[src/rtl/fb_pixel_fetch_if.sv]
// Framebuffer read port between fb_pixel_fetch and the frame store.
// Address and bank go out, the 2-bit pixel index comes back.
interface fb_pixel_fetch_if;
  logic [14:0] fb_addr_out;
  logic        fb_bank_out;
  logic [1:0]  fb_data_in;

  modport master (
    output fb_addr_out,
    output fb_bank_out,
    input  fb_data_in
  );

  modport slave (
    input  fb_addr_out,
    input  fb_bank_out,
    output fb_data_in
  );
endinterface

[src/rtl/fb_pixel_fetch.sv]
// Scales the 160x144 2-bit framebuffer x5 into the 720p raster,
// fetching pixels from BRAM and mapping them through a palette.
module fb_pixel_fetch #(
  parameter int          ACTIVE_H_PIXELS = 1280,
  parameter int          ACTIVE_LINES    = 720,
  parameter int          SRC_WIDTH       = 160,
  parameter int          SRC_HEIGHT      = 144,
  parameter int          SCALE           = 5,
  parameter int          H_OFFSET        = 240,
  parameter int          V_OFFSET        = 0,
  parameter int          BRAM_LATENCY    = 2,
  parameter logic [23:0] BORDER_COLOR    = 24'h000000
) (
  input  logic              pixel_clk_in,
  input  logic              rst_in,
  input  logic [10:0]       hcount_in,
  input  logic [9:0]        vcount_in,
  input  logic              hs_in,
  input  logic              vs_in,
  input  logic              ad_in,
  input  logic              nf_in,
  input  logic              swap_req_in,
  input  logic              pal_we_in,
  input  logic [1:0]        pal_idx_in,
  input  logic [23:0]       pal_data_in,
  fb_pixel_fetch_if.master  fb,
  output logic [23:0]       rgb_out,
  output logic              hs_out,
  output logic              vs_out,
  output logic              ad_out,
  output logic              swap_done_out
);

  localparam int H_RAW = H_OFFSET + SRC_WIDTH * SCALE;
  localparam int H_END =
    (H_RAW > ACTIVE_H_PIXELS) ? ACTIVE_H_PIXELS : H_RAW;
  localparam int V_RAW = V_OFFSET + SRC_HEIGHT * SCALE;
  localparam int V_END =
    (V_RAW > ACTIVE_LINES) ? ACTIVE_LINES : V_RAW;

  localparam logic [10:0] H_LO   = 11'(H_OFFSET);
  localparam logic [10:0] H_SPAN = 11'(H_END - H_OFFSET);
  localparam logic [9:0]  V_LO   = 10'(V_OFFSET);
  localparam logic [9:0]  V_SPAN = 10'(V_END - V_OFFSET);

  localparam int XW = (SCALE > 1) ? $clog2(SCALE) : 1;
  localparam logic [XW-1:0] SUB_MAX  = XW'(SCALE - 1);
  localparam logic [XW-1:0] SUB_ONE  = XW'(1);
  localparam logic [14:0]   ROW_STEP = 15'(SRC_WIDTH);

  localparam int D = BRAM_LATENCY + 1;

  logic [10:0]   h_rel;
  logic [9:0]    v_rel;
  logic          in_win;
  logic          line_end;
  logic          line_start;
  logic          frame_start;

  logic [XW-1:0] x_sub;
  logic [XW-1:0] y_sub;
  logic [7:0]    src_x;
  logic [7:0]    src_y;
  logic [14:0]   row_base;
  logic [14:0]   addr;

  logic [D-1:0]  win_p;
  logic [D-1:0]  ad_p;
  logic [D-1:0]  hs_p;
  logic [D-1:0]  vs_p;

  logic [23:0]   pal [4];

  logic          bank;
  logic          pending;

  // Offset-relative compares: one unsigned test covers both bounds.
  assign h_rel       = hcount_in - H_LO;
  assign v_rel       = vcount_in - V_LO;
  assign in_win      = ad_in && (h_rel < H_SPAN) && (v_rel < V_SPAN);
  assign line_end    = in_win && (h_rel == H_SPAN - 11'd1);
  assign line_start  = (hcount_in == 11'd0);
  assign frame_start = line_start && (vcount_in == 10'd0);

  always_ff @(posedge pixel_clk_in) begin
    if (rst_in) begin
      x_sub    <= '0;
      src_x    <= '0;
      y_sub    <= '0;
      src_y    <= '0;
      row_base <= '0;
      addr     <= '0;
    end else begin
      if (line_start) begin
        x_sub <= '0;
        src_x <= '0;
      end else if (in_win) begin
        if (x_sub == SUB_MAX) begin
          x_sub <= '0;
          src_x <= src_x + 8'd1;
        end else begin
          x_sub <= x_sub + SUB_ONE;
        end
      end

      if (frame_start) begin
        y_sub    <= '0;
        src_y    <= '0;
        row_base <= '0;
      end else if (line_end) begin
        if (y_sub == SUB_MAX) begin
          y_sub    <= '0;
          src_y    <= src_y + 8'd1;
          row_base <= row_base + ROW_STEP;
        end else begin
          y_sub <= y_sub + SUB_ONE;
        end
      end

      if (in_win)
        addr <= row_base + {7'd0, src_x};
    end
  end

  // Sideband delay matches address register + BRAM + palette register.
  always_ff @(posedge pixel_clk_in) begin
    if (rst_in) begin
      win_p   <= '0;
      ad_p    <= '0;
      hs_p    <= '0;
      vs_p    <= '0;
      rgb_out <= '0;
      hs_out  <= 1'b0;
      vs_out  <= 1'b0;
      ad_out  <= 1'b0;
    end else begin
      win_p  <= {win_p[D-2:0], in_win};
      ad_p   <= {ad_p[D-2:0], ad_in};
      hs_p   <= {hs_p[D-2:0], hs_in};
      vs_p   <= {vs_p[D-2:0], vs_in};
      hs_out <= hs_p[D-1];
      vs_out <= vs_p[D-1];
      ad_out <= ad_p[D-1];
      if (win_p[D-1])
        rgb_out <= pal[fb.fb_data_in];
      else if (ad_p[D-1])
        rgb_out <= BORDER_COLOR;
      else
        rgb_out <= '0;
    end
  end

  always_ff @(posedge pixel_clk_in) begin
    if (rst_in) begin
      pal[0] <= 24'hE0F8D0;
      pal[1] <= 24'h88C070;
      pal[2] <= 24'h346856;
      pal[3] <= 24'h081820;
    end else if (pal_we_in) begin
      pal[pal_idx_in] <= pal_data_in;
    end
  end

  // A request arriving with nf_in is honoured at that same boundary.
  always_ff @(posedge pixel_clk_in) begin
    if (rst_in) begin
      bank          <= 1'b0;
      pending       <= 1'b0;
      swap_done_out <= 1'b0;
    end else begin
      swap_done_out <= 1'b0;
      if (nf_in && (pending || swap_req_in)) begin
        bank          <= ~bank;
        pending       <= 1'b0;
        swap_done_out <= 1'b1;
      end else if (swap_req_in) begin
        pending <= 1'b1;
      end
    end
  end

  assign fb.fb_addr_out = addr;
  assign fb.fb_bank_out = bank;

endmodule

[src/flat_wrapper.sv]
// flat-port wrapper written by rule: the top's interface ports become plain ports
module fb_pixel_fetch_flat 
#(
  parameter int          ACTIVE_H_PIXELS = 1280,
  parameter int          ACTIVE_LINES    = 720,
  parameter int          SRC_WIDTH       = 160,
  parameter int          SRC_HEIGHT      = 144,
  parameter int          SCALE           = 5,
  parameter int          H_OFFSET        = 240,
  parameter int          V_OFFSET        = 0,
  parameter int          BRAM_LATENCY    = 2,
  parameter logic [23:0] BORDER_COLOR    = 24'h000000
)
  (pixel_clk_in, rst_in, hcount_in, vcount_in, hs_in, vs_in, ad_in, nf_in, swap_req_in, pal_we_in, pal_idx_in, pal_data_in, rgb_out, hs_out, vs_out, ad_out, swap_done_out, fb_fb_addr_out, fb_fb_bank_out, fb_fb_data_in);
  fb_pixel_fetch_if fb_i ();
  input  logic pixel_clk_in;
  input  logic rst_in;
  input  logic [10:0] hcount_in;
  input  logic [9:0] vcount_in;
  input  logic hs_in;
  input  logic vs_in;
  input  logic ad_in;
  input  logic nf_in;
  input  logic swap_req_in;
  input  logic pal_we_in;
  input  logic [1:0] pal_idx_in;
  input  logic [23:0] pal_data_in;
  output logic [23:0] rgb_out;
  output logic hs_out;
  output logic vs_out;
  output logic ad_out;
  output logic swap_done_out;
  output wire logic [$bits(fb_i.fb_addr_out)-1:0] fb_fb_addr_out;
  output wire logic [$bits(fb_i.fb_bank_out)-1:0] fb_fb_bank_out;
  input wire logic [$bits(fb_i.fb_data_in)-1:0] fb_fb_data_in;
  assign fb_fb_addr_out = fb_i.fb_addr_out;
  assign fb_fb_bank_out = fb_i.fb_bank_out;
  assign fb_i.fb_data_in = fb_fb_data_in;
  fb_pixel_fetch #(.ACTIVE_H_PIXELS(ACTIVE_H_PIXELS), .ACTIVE_LINES(ACTIVE_LINES), .SRC_WIDTH(SRC_WIDTH), .SRC_HEIGHT(SRC_HEIGHT), .SCALE(SCALE), .H_OFFSET(H_OFFSET), .V_OFFSET(V_OFFSET), .BRAM_LATENCY(BRAM_LATENCY), .BORDER_COLOR(BORDER_COLOR)) u_core (.pixel_clk_in(pixel_clk_in), .rst_in(rst_in), .hcount_in(hcount_in), .vcount_in(vcount_in), .hs_in(hs_in), .vs_in(vs_in), .ad_in(ad_in), .nf_in(nf_in), .swap_req_in(swap_req_in), .pal_we_in(pal_we_in), .pal_idx_in(pal_idx_in), .pal_data_in(pal_data_in), .fb(fb_i), .rgb_out(rgb_out), .hs_out(hs_out), .vs_out(vs_out), .ad_out(ad_out), .swap_done_out(swap_done_out));
endmodule
[config.mk]
export PLATFORM = sky130hd
export DESIGN_NAME = fb_pixel_fetch_flat
export DESIGN_NICKNAME = d
export VERILOG_FILES = /design/src/rtl/fb_pixel_fetch_if.sv /design/src/rtl/fb_pixel_fetch.sv /design/src/flat_wrapper.sv
export SDC_FILE = /design/constraint.sdc
export NUM_CORES = 1
export LEC_CHECK = 0
export BUFFER_PORTS_ARGS = -buffer_cell sky130_fd_sc_hd__buf_2
export CORE_UTILIZATION = 40
export CTS_BUF_LIST = sky130_fd_sc_hd__clkbuf_8
export CTS_CLUSTER_SIZE = 10
export DETAILED_ROUTE_END_ITERATION = 6
export PLACE_DENSITY = 0.62
export RECOVER_POWER = 50
export SETUP_SLACK_MARGIN = 0.05
export SLEW_MARGIN = 20
export SYNTH_ARGS = -nofsm -noshare
export SYNTH_HDL_FRONTEND = slang
export SYNTH_SLANG_ARGS = --single-unit
[constraint.sdc]
create_clock -name pixel_clk_in -period 2.1 [get_ports pixel_clk_in]
set_input_delay 0.42 -clock pixel_clk_in [delete_from_list [all_inputs] [get_ports pixel_clk_in]]
set_output_delay 0.42 -clock pixel_clk_in [all_outputs]
set_load 0.01 [all_outputs]
# Word level (Yosys, flattened, before mapping)
# Memory sizes are Yosys's and may differ from the RTL's. A register that Yosys moved wholly into a read port is not among the register bits.
# Cells that the tools add are included.
[word_totals]
memories = 1
register_bits = 62
ramBits = 96
word_cells = 55
out_inout_bits = 44
in_bits = 57
[classes]
n_lt_le_gt_ge = 2
n_addsub = 6
n_mux = 11
reduce_logical = 15
bitwise_logic = 2
eq_ne = 3
[mem_list]
columns = ["name", "words", "word_bits", "rd", "rd_ports_with_merged_regs", "wr", "line", "rtl"]
rows = [
  ["u_core.pal", 4, 24, 1, 1, 4, "fb_pixel_fetch.sv:72", "logic [23:0] pal [4];"],
]
[op_table]
columns = ["cell", "count"]
rows = [
  ["$mux 24", 1],
  ["$reduce_or 24->1", 1],
  ["$add 15x8->15", 1],
  ["$add 15x8->15 const B", 1],
  ["$eq 11x10->1 const B", 1],
  ["$logic_not 11->1", 1],
  ["$lt 11x10->1 const B", 1],
  ["$sub 11x8->11 const B", 1],
  ["$logic_not 10->1", 1],
  ["$lt 10x10->1 const B", 1],
  ["$add 8x1->8 const B", 1],
  ["$reduce_or 2->1", 4],
  ["$mux 1", 7],
  ["$add 3x1->3 const B", 2],
  ["$eq 3x3->1 const B", 2],
  ["$mux 3", 2],
  ["$logic_and 1x1->1", 5],
  ["$reduce_and 2->1", 2],
  ["$mux 2", 1],
  ["$not 1->1", 2],
  ["$logic_or 1x1->1", 1],
]

# Longest topological paths before layout
# Gate-level depths: netlist of run 1.
[logic_depth]
depth_word = 6
mapped_depth = 8
ltp_nobuf = 8

# Worst setup path after synthesis of run 1
# OpenSTA, ideal clock, no wires.
[synth_path]
kind = "input to register"
start = "in rst_in"
end = "mem u_core.pal[2][0] (enable)"
path_stages = 5
n_path_buf = 2
arrival_time_ns = 1.937
t_required_ns = 1.742
setup_time_ns = 0.358
path_slack_ns = -0.195
path_cell_list = "clkbuf_1 > nand2b_1 > nor3b_1 > clkbuf_1 > or2_2"
[synth_rtl]
columns = ["item", "line", "rtl"]
rows = [
  ["start: declaration", "flat_wrapper.sv:17", "input logic rst_in;"],
  ["end: declaration", "fb_pixel_fetch.sv:72", ""],
]

==> results of run 1 <==
power groups by stage:
| stage | combinational, W | sequential (W) | clock (W) |
|---|---|---|---|
| after CTS | 0.000624 | 0.00386 | 0.00254 |
| final | 0.000600 | 0.00386 | 0.00247 |
| after global routing | 0.000655 | 0.00388 | 0.00268 |
| after global placement | 0.000608 | 0.00393 | 0 |
| after floorplan | 0.000346 | 0.00393 | 0 |
| after detailed placement | 0.000622 | 0.00394 | 0 |
metrics by stage:
step,setup TNS (ns),instance area [um2],total power (W),hold slack [ns],worst slack (ns)
after floorplan,-0.192,7690,0.00428,0.414,-0.00799
after detailed placement,-5.13,8800,0.00456,0.424,-0.251
after global placement,-3.62,8800,0.00454,0.418,-0.170
after CTS,0,9210,0.00702,0.105,0.0830
after global routing,0,9160,0.00721,0.119,0.0283
final,0,9160,0.00693,0.143,0.151
synthesized netlist by cell type, types with 13 or more instances:
master	count
edfxtp_1	96
dfxtp_1	81
and2_1	66
nor2b_1	40
nand2b_1	36
a21oi_1	32
nand2_1	25
mux4_2	24
clkbuf_1	22
o21ai_0	15
nand3_1	14
inv_1	13
nor2_1	13
metal layers:
layer	routed length, um	GRT usage	vias up
met5	0	0	-
met4	144	0.0596	0
met3	669	0.0362	10
met2	8920	0.324	115
met1	7220	0.219	2607
li1	-	-	2540
layout make-up:
class / instances / area (um2) / area share
clock inverters: 15 / 183 / 0.0200
multi-input cells: 398 / 2990 / 0.327
diodes: 1 / 2.50 / 0.000273
repair buffers: 147 / 893 / 0.0976
well taps: 234 / 293 / 0.0320
clock buffers: 17 / 234 / 0.0256
flip-flops and latches: 177 / 4510 / 0.492
inverters: 13 / 48.8 / 0.00533
worst max-delay path by stage:
stage | from | end | slack (ns) | cells past startpoint
after CTS | u_core.row_base[5] | u_core.fb.fb_addr_out[11] | 0.08 | 8
after global routing | rst_in | u_core.rgb_out[6] | 0.03 | 5
after detailed placement | hcount_in[4] | u_core.row_base[5] | -0.25 | 8
after global placement | hcount_in[4] | u_core.x_sub[1] | -0.17 | 8
final | rst_in | u_core.pal[3][11] | 0.15 | 4
after floorplan | rst_in | u_core.pal[1][0] | -0.008 | 5
state kept, by name (all words and copies together) (netlist names), 3 cells and up:
name and cells:
u_core.ad_p 3, u_core.vs_p 3, u_core.y_sub 3, u_core.src_x 8
u_core.pal 96, u_core.win_p 3, u_core.fb.fb_addr_out 15, u_core.rgb_out 24
u_core.row_base 10, u_core.hs_p 3, u_core.x_sub 3
cells by family after synthesis:
group                      Yosys count  synth area share
and+or+nand+nor                    255             0.198
adders and majority gates           12            0.0206
DFF                                177             0.589
buffers and inverters               45            0.0231
xor gates and xnor gates            10            0.0114
AOI/OAI and AO/OA                   91            0.0795
muxes                               30            0.0787
repair_timing:
item	CTS	global route
setup endpoints to repair	0	3
hold endpoints to repair	0	0
resized for setup	0	3
==> out/qor.yml, run 1 <==
worst_hold_path:
  whs_path_depth: 2
  holdPathEnd: "u_core.pending"
  hold_path.class: "in2reg"
  min_from: "nf_in"
worst_setup_path:
  path_class: "in2reg"
  critPathCaptureType: "flop"
  path_max_fanout: 24
  cp_top_family: "buffers and inverters"
  cpPeakStageDelay_ns: 0.84
  cp.arrival_ns: 2.06
  cp-start-kind: "input pin"
  r2r_end: "u_core.fb.fb_addr_out[11]"
  crit-reg2reg-launch: "u_core.row_base[5]"
  reg2reg_depth: 8
  required_ns: 2.21
  cp.buffers_inverters: 3
  r2r_setup_slack_ns: 0.19
  path_cells: "clkbuf_1 -> clkbuf_1 -> a31o_2 -> clkbuf_4"
  slowest_stage: "clkbuf_1"
  crit_path_frequent_cell: "clkbuf_1"
sta:
  max_slew_margin: 0.271
  period_share: 0.928
  fmax_mhz: 513
  fin_crit_ns: 1.95
  hold_violations: 0
  fin_skew_ns: 0.0145
  setup_viol: 0
  rsz0062_at_grt: "false"
  tightestPinTransition_ns: 1.09
  slew_violations: 0
synthesis:
  synth_edf_count: 96
  yosysSeqAreaShare: 0.589
  syn_nets: 689
  ys_seq_elements: 177
  syn_area_um2: 7650
  ys.warnings.count: 0
  netlist_instances: 620
  async_reset_ff_frac: 0
  yosysTopAreaCellShare: 0.377
  ys.flop_type: "edfxtp_1"
  synth.avg_cell_area_um2: 12.3
  synth.distinct_cells: 54
  yosysTopAreaCell: "edfxtp_1"
  synth_area_leaders: "edfxtp_1, dfxtp_1, mux4_2"
routing:
  dr.first_iter.drc_count: 369
  drt_wl_total_mm: 17.0
  avgRoutedWirePerCell_um: 16.9
  dr.pass1.iters: 4
  viasPerCell: 5.26
  drc: 0
  vias: 5272
  antenna_left: 0
floorplan:
  coreArea_um2: 18700
  die_w_um: 140
  rows: 50
  fp.dieH_um: 140
  initial_utilization: 0.409
  io_pins: 101
  die_area_um2: 19700
placement:
  place_hpwl_mm: 11.2
  io_buffers: 100
  placed_cells: 969
  gp_congestion: 0.896
clocking:
  clk_path_buf_depth: 2
  cts_buffers: 17
  cts_root_buf: "clkbuf_8"
  path_clk_slew_ns: 0.09
  postCtsSetupRepairBufs: 0
  hold_buffers: 0
  cts-htree-levels: 4
  cts_tree: "built"
  clk_latency_ns: 0.46
  clock_sinks: 177
power_and_ir_drop:
  pwr-share-clk: 0.356
  sw_frac_of_total: 0.235
  p_int_w: 0.00530
  leakagePower_nw: 3.44
  pwr-share-comb: 0.087
  power_density_nw_per_um2: 756
  switching_power_w: 0.00163
  max-vdd-ir-drop_uv: 372
  pwr-share-seq: 0.557
grt:
  grt_pass1_wl_mm: 27.3
  grt_antenna_before_repair: 1
  grt_max_degree: 25
  grt-ovfl-total: 0
  grt_pass1_vias: 5317
  groute.usage.overall: 0.182
layout:
  fin_cells: 1002
  final_cell_mix: "buf_2, edfxtp_1, dfxtp_1, and2_1, nor2b_1"
  drive_above_1_share: 0.280
  nets: 823
  syn_to_final_growth_pct: 19.7
  fin_util: 0.489
  fill_cells: 1671
  final_common_cell: "buf_2"
status:
  status: "finished, final reports clean"
job:
  drv_cap: 0
(Power assumes the default switching activity.)
==> run 2: changes to the inputs <==
==> constraint.sdc (replaced) <==
create_clock -name pixel_clk_in -period 1.6 [get_ports pixel_clk_in]
set_input_delay 0.32 -clock pixel_clk_in [delete_from_list [all_inputs] [get_ports pixel_clk_in]]
set_output_delay 0.32 -clock pixel_clk_in [all_outputs]
set_load 0.01 [all_outputs]
==> out/qor.yml, run 2 (same netlist as run 1, synthesis figures left out) <==
status:
  status: "finished, violations left"
  violations: "negative setup slack"
worst_setup_path:
  cp.arrival_ns: 2.14
  cp-start-kind: "input pin"
  required_ns: 1.99
  path_max_fanout: 5
  path_class: "in2reg"
  r2r_end: "u_core.fb.fb_addr_out[11]"
  critPathCaptureType: "flop"
  crit-reg2reg-launch: "u_core.row_base[5]"
  r2r_setup_slack_ns: -0.14
  reg2reg_depth: 8
sta:
  fin_skew_ns: 0.0174
  timing.final.ws_setup_ns: -0.147
  hold_violations: 0
  max_slew_margin: 0.537
  rsz0062_at_grt: "true"
  period_share: 1.09
  tightestPinTransition_ns: 0.694
  setup_viol: 18
  fmax_mhz: 573
  hold_slack_ns: 0.0369
  fin_crit_ns: 1.75
  slew_violations: 0
grt:
  grt-ovfl-total: 0
  grt_pass1_wl_mm: 30.1
  grt_antenna_before_repair: 1
  groute.usage.overall: 0.200
  grt_max_degree: 25
  grt_pass1_vias: 6050
clocking:
  cts_root_buf: "clkbuf_8"
  clock_sinks: 177
  clk_latency_ns: 0.47
  clk_path_buf_depth: 2
  path_clk_slew_ns: 0.10
  cts_buffers: 17
  cts_tree: "built"
  hold_buffers: 0
  cts-htree-levels: 4
power_and_ir_drop:
  max-vdd-ir-drop_uv: 490
  leakagePower_nw: 3.93
  power_density_nw_per_um2: 890
routing:
  dr.pass1.iters: 6
  drc: 0
  antenna_left: 0
  vias: 5706
  drt_wl_total_mm: 19.5
  viasPerCell: 5.29
  avgRoutedWirePerCell_um: 18.1
  dr.first_iter.drc_count: 236
floorplan:
  io_pins: 101
  initial_utilization: 0.409
  die_w_um: 140
  fp.dieH_um: 140
  coreArea_um2: 18700
  rows: 50
  die_area_um2: 19700
layout:
  final_cell_mix: "buf_2, edfxtp_1, buf_4, dfxtp_1, and2_1"
  fin_cells: 1078
  nets: 899
  syn_to_final_growth_pct: 36.2
  final_common_cell: "buf_2"
  regMostFlops: "u_core.pal"
  drive_above_1_share: 0.448
  fin_util: 0.557
  largest_reg_flops: 96
placement:
  io_buffers: 100
  placed_cells: 1015
  place_hpwl_mm: 12.6
  gp_congestion: 0.830
worst_hold_path:
  min_from: "nf_in"
  hold_path.class: "in2reg"
  holdPathEnd: "u_core.pending"
  whs_path_depth: 2
job:
  drv_cap: 0
run 2: cell count changes in the layout (fill, tap and decap cells not counted), moves of 8 or more:
cell     change
buf_4       +53
a21oi_1     -12
dfxtp_1      -9
a21oi_2     +12
inv_1        -8
buf_6        +8
run 2: worst max-delay path, stage by stage:
cell and delay (ns):
buf_8 0.10, buf_6 0.11, and3b_2 0.22, o32ai_4 0.35, nand4_1 0.29, or4b_1 0.58, a21oi_2 0.15
run 2: final cells by class:
type,instances,area (um2)
inverters,13,48.8
flip-flops and latches,177,4530
multi-input cells,399,3560
clock buffers,18,248
diodes,1,2.50
fillers,1563,8290
well taps,234,293
repair buffers,222,1570
clock inverters,14,164
run 2: how the worst max path moves through the flow:
| stage | start | endpoint | slack (ns) |
|---|---|---|---|
| final | hcount_in[4] | u_core.row_base[7] | -0.15 |
| after global routing | hcount_in[4] | u_core.row_base[5] | -0.23 |
| after CTS | u_core.row_base[5] | u_core.fb.fb_addr_out[11] | -0.19 |
| after detailed placement | hcount_in[5] | u_core.fb.fb_addr_out[10] | -0.78 |
| after global placement | hcount_in[5] | u_core.fb.fb_addr_out[8] | -0.59 |
| after floorplan | hcount_in[4] | u_core.row_base[7] | -0.30 |
run 2: power breakdown:
group          leakage, nW  switching [W]  internal (W)
clock                0.208        0.00181       0.00136
combinational         2.12       0.000519      0.000524
sequential            1.60      0.0000613       0.00500
run 2: metal layers:
layer  GRT usage  up-vias  part of all wire
li1            -     2699                 -
met1       0.224     2840              0.40
met2       0.376      134              0.55
met3      0.0451       33             0.035
met4      0.0613        0             0.021
met5           0        -                 0
run 2: metrics by stage:
stage          TNS [ns]  power, W  cell area (um2)  worst slack [ns]
5_1_grt           -5.13   0.00962            10400            -0.226
2_1_floorplan    -10.70   0.00567             7930            -0.296
3_3_place_gp     -19.75   0.00605             9350            -0.592
4_1_cts          -0.627   0.00928            10100            -0.195
3_5_place_dp     -23.10   0.00610             9350            -0.776
6_report          -1.37   0.00927            10400            -0.147
run 2: what timing repair did:
action / CTS / global route
gates cloned: 1 / 2
setup endpoints to repair: 38 / 38
pin swaps: 42 / 38
gates resized for setup: 63 / 60
setup buffers: 9 / 18
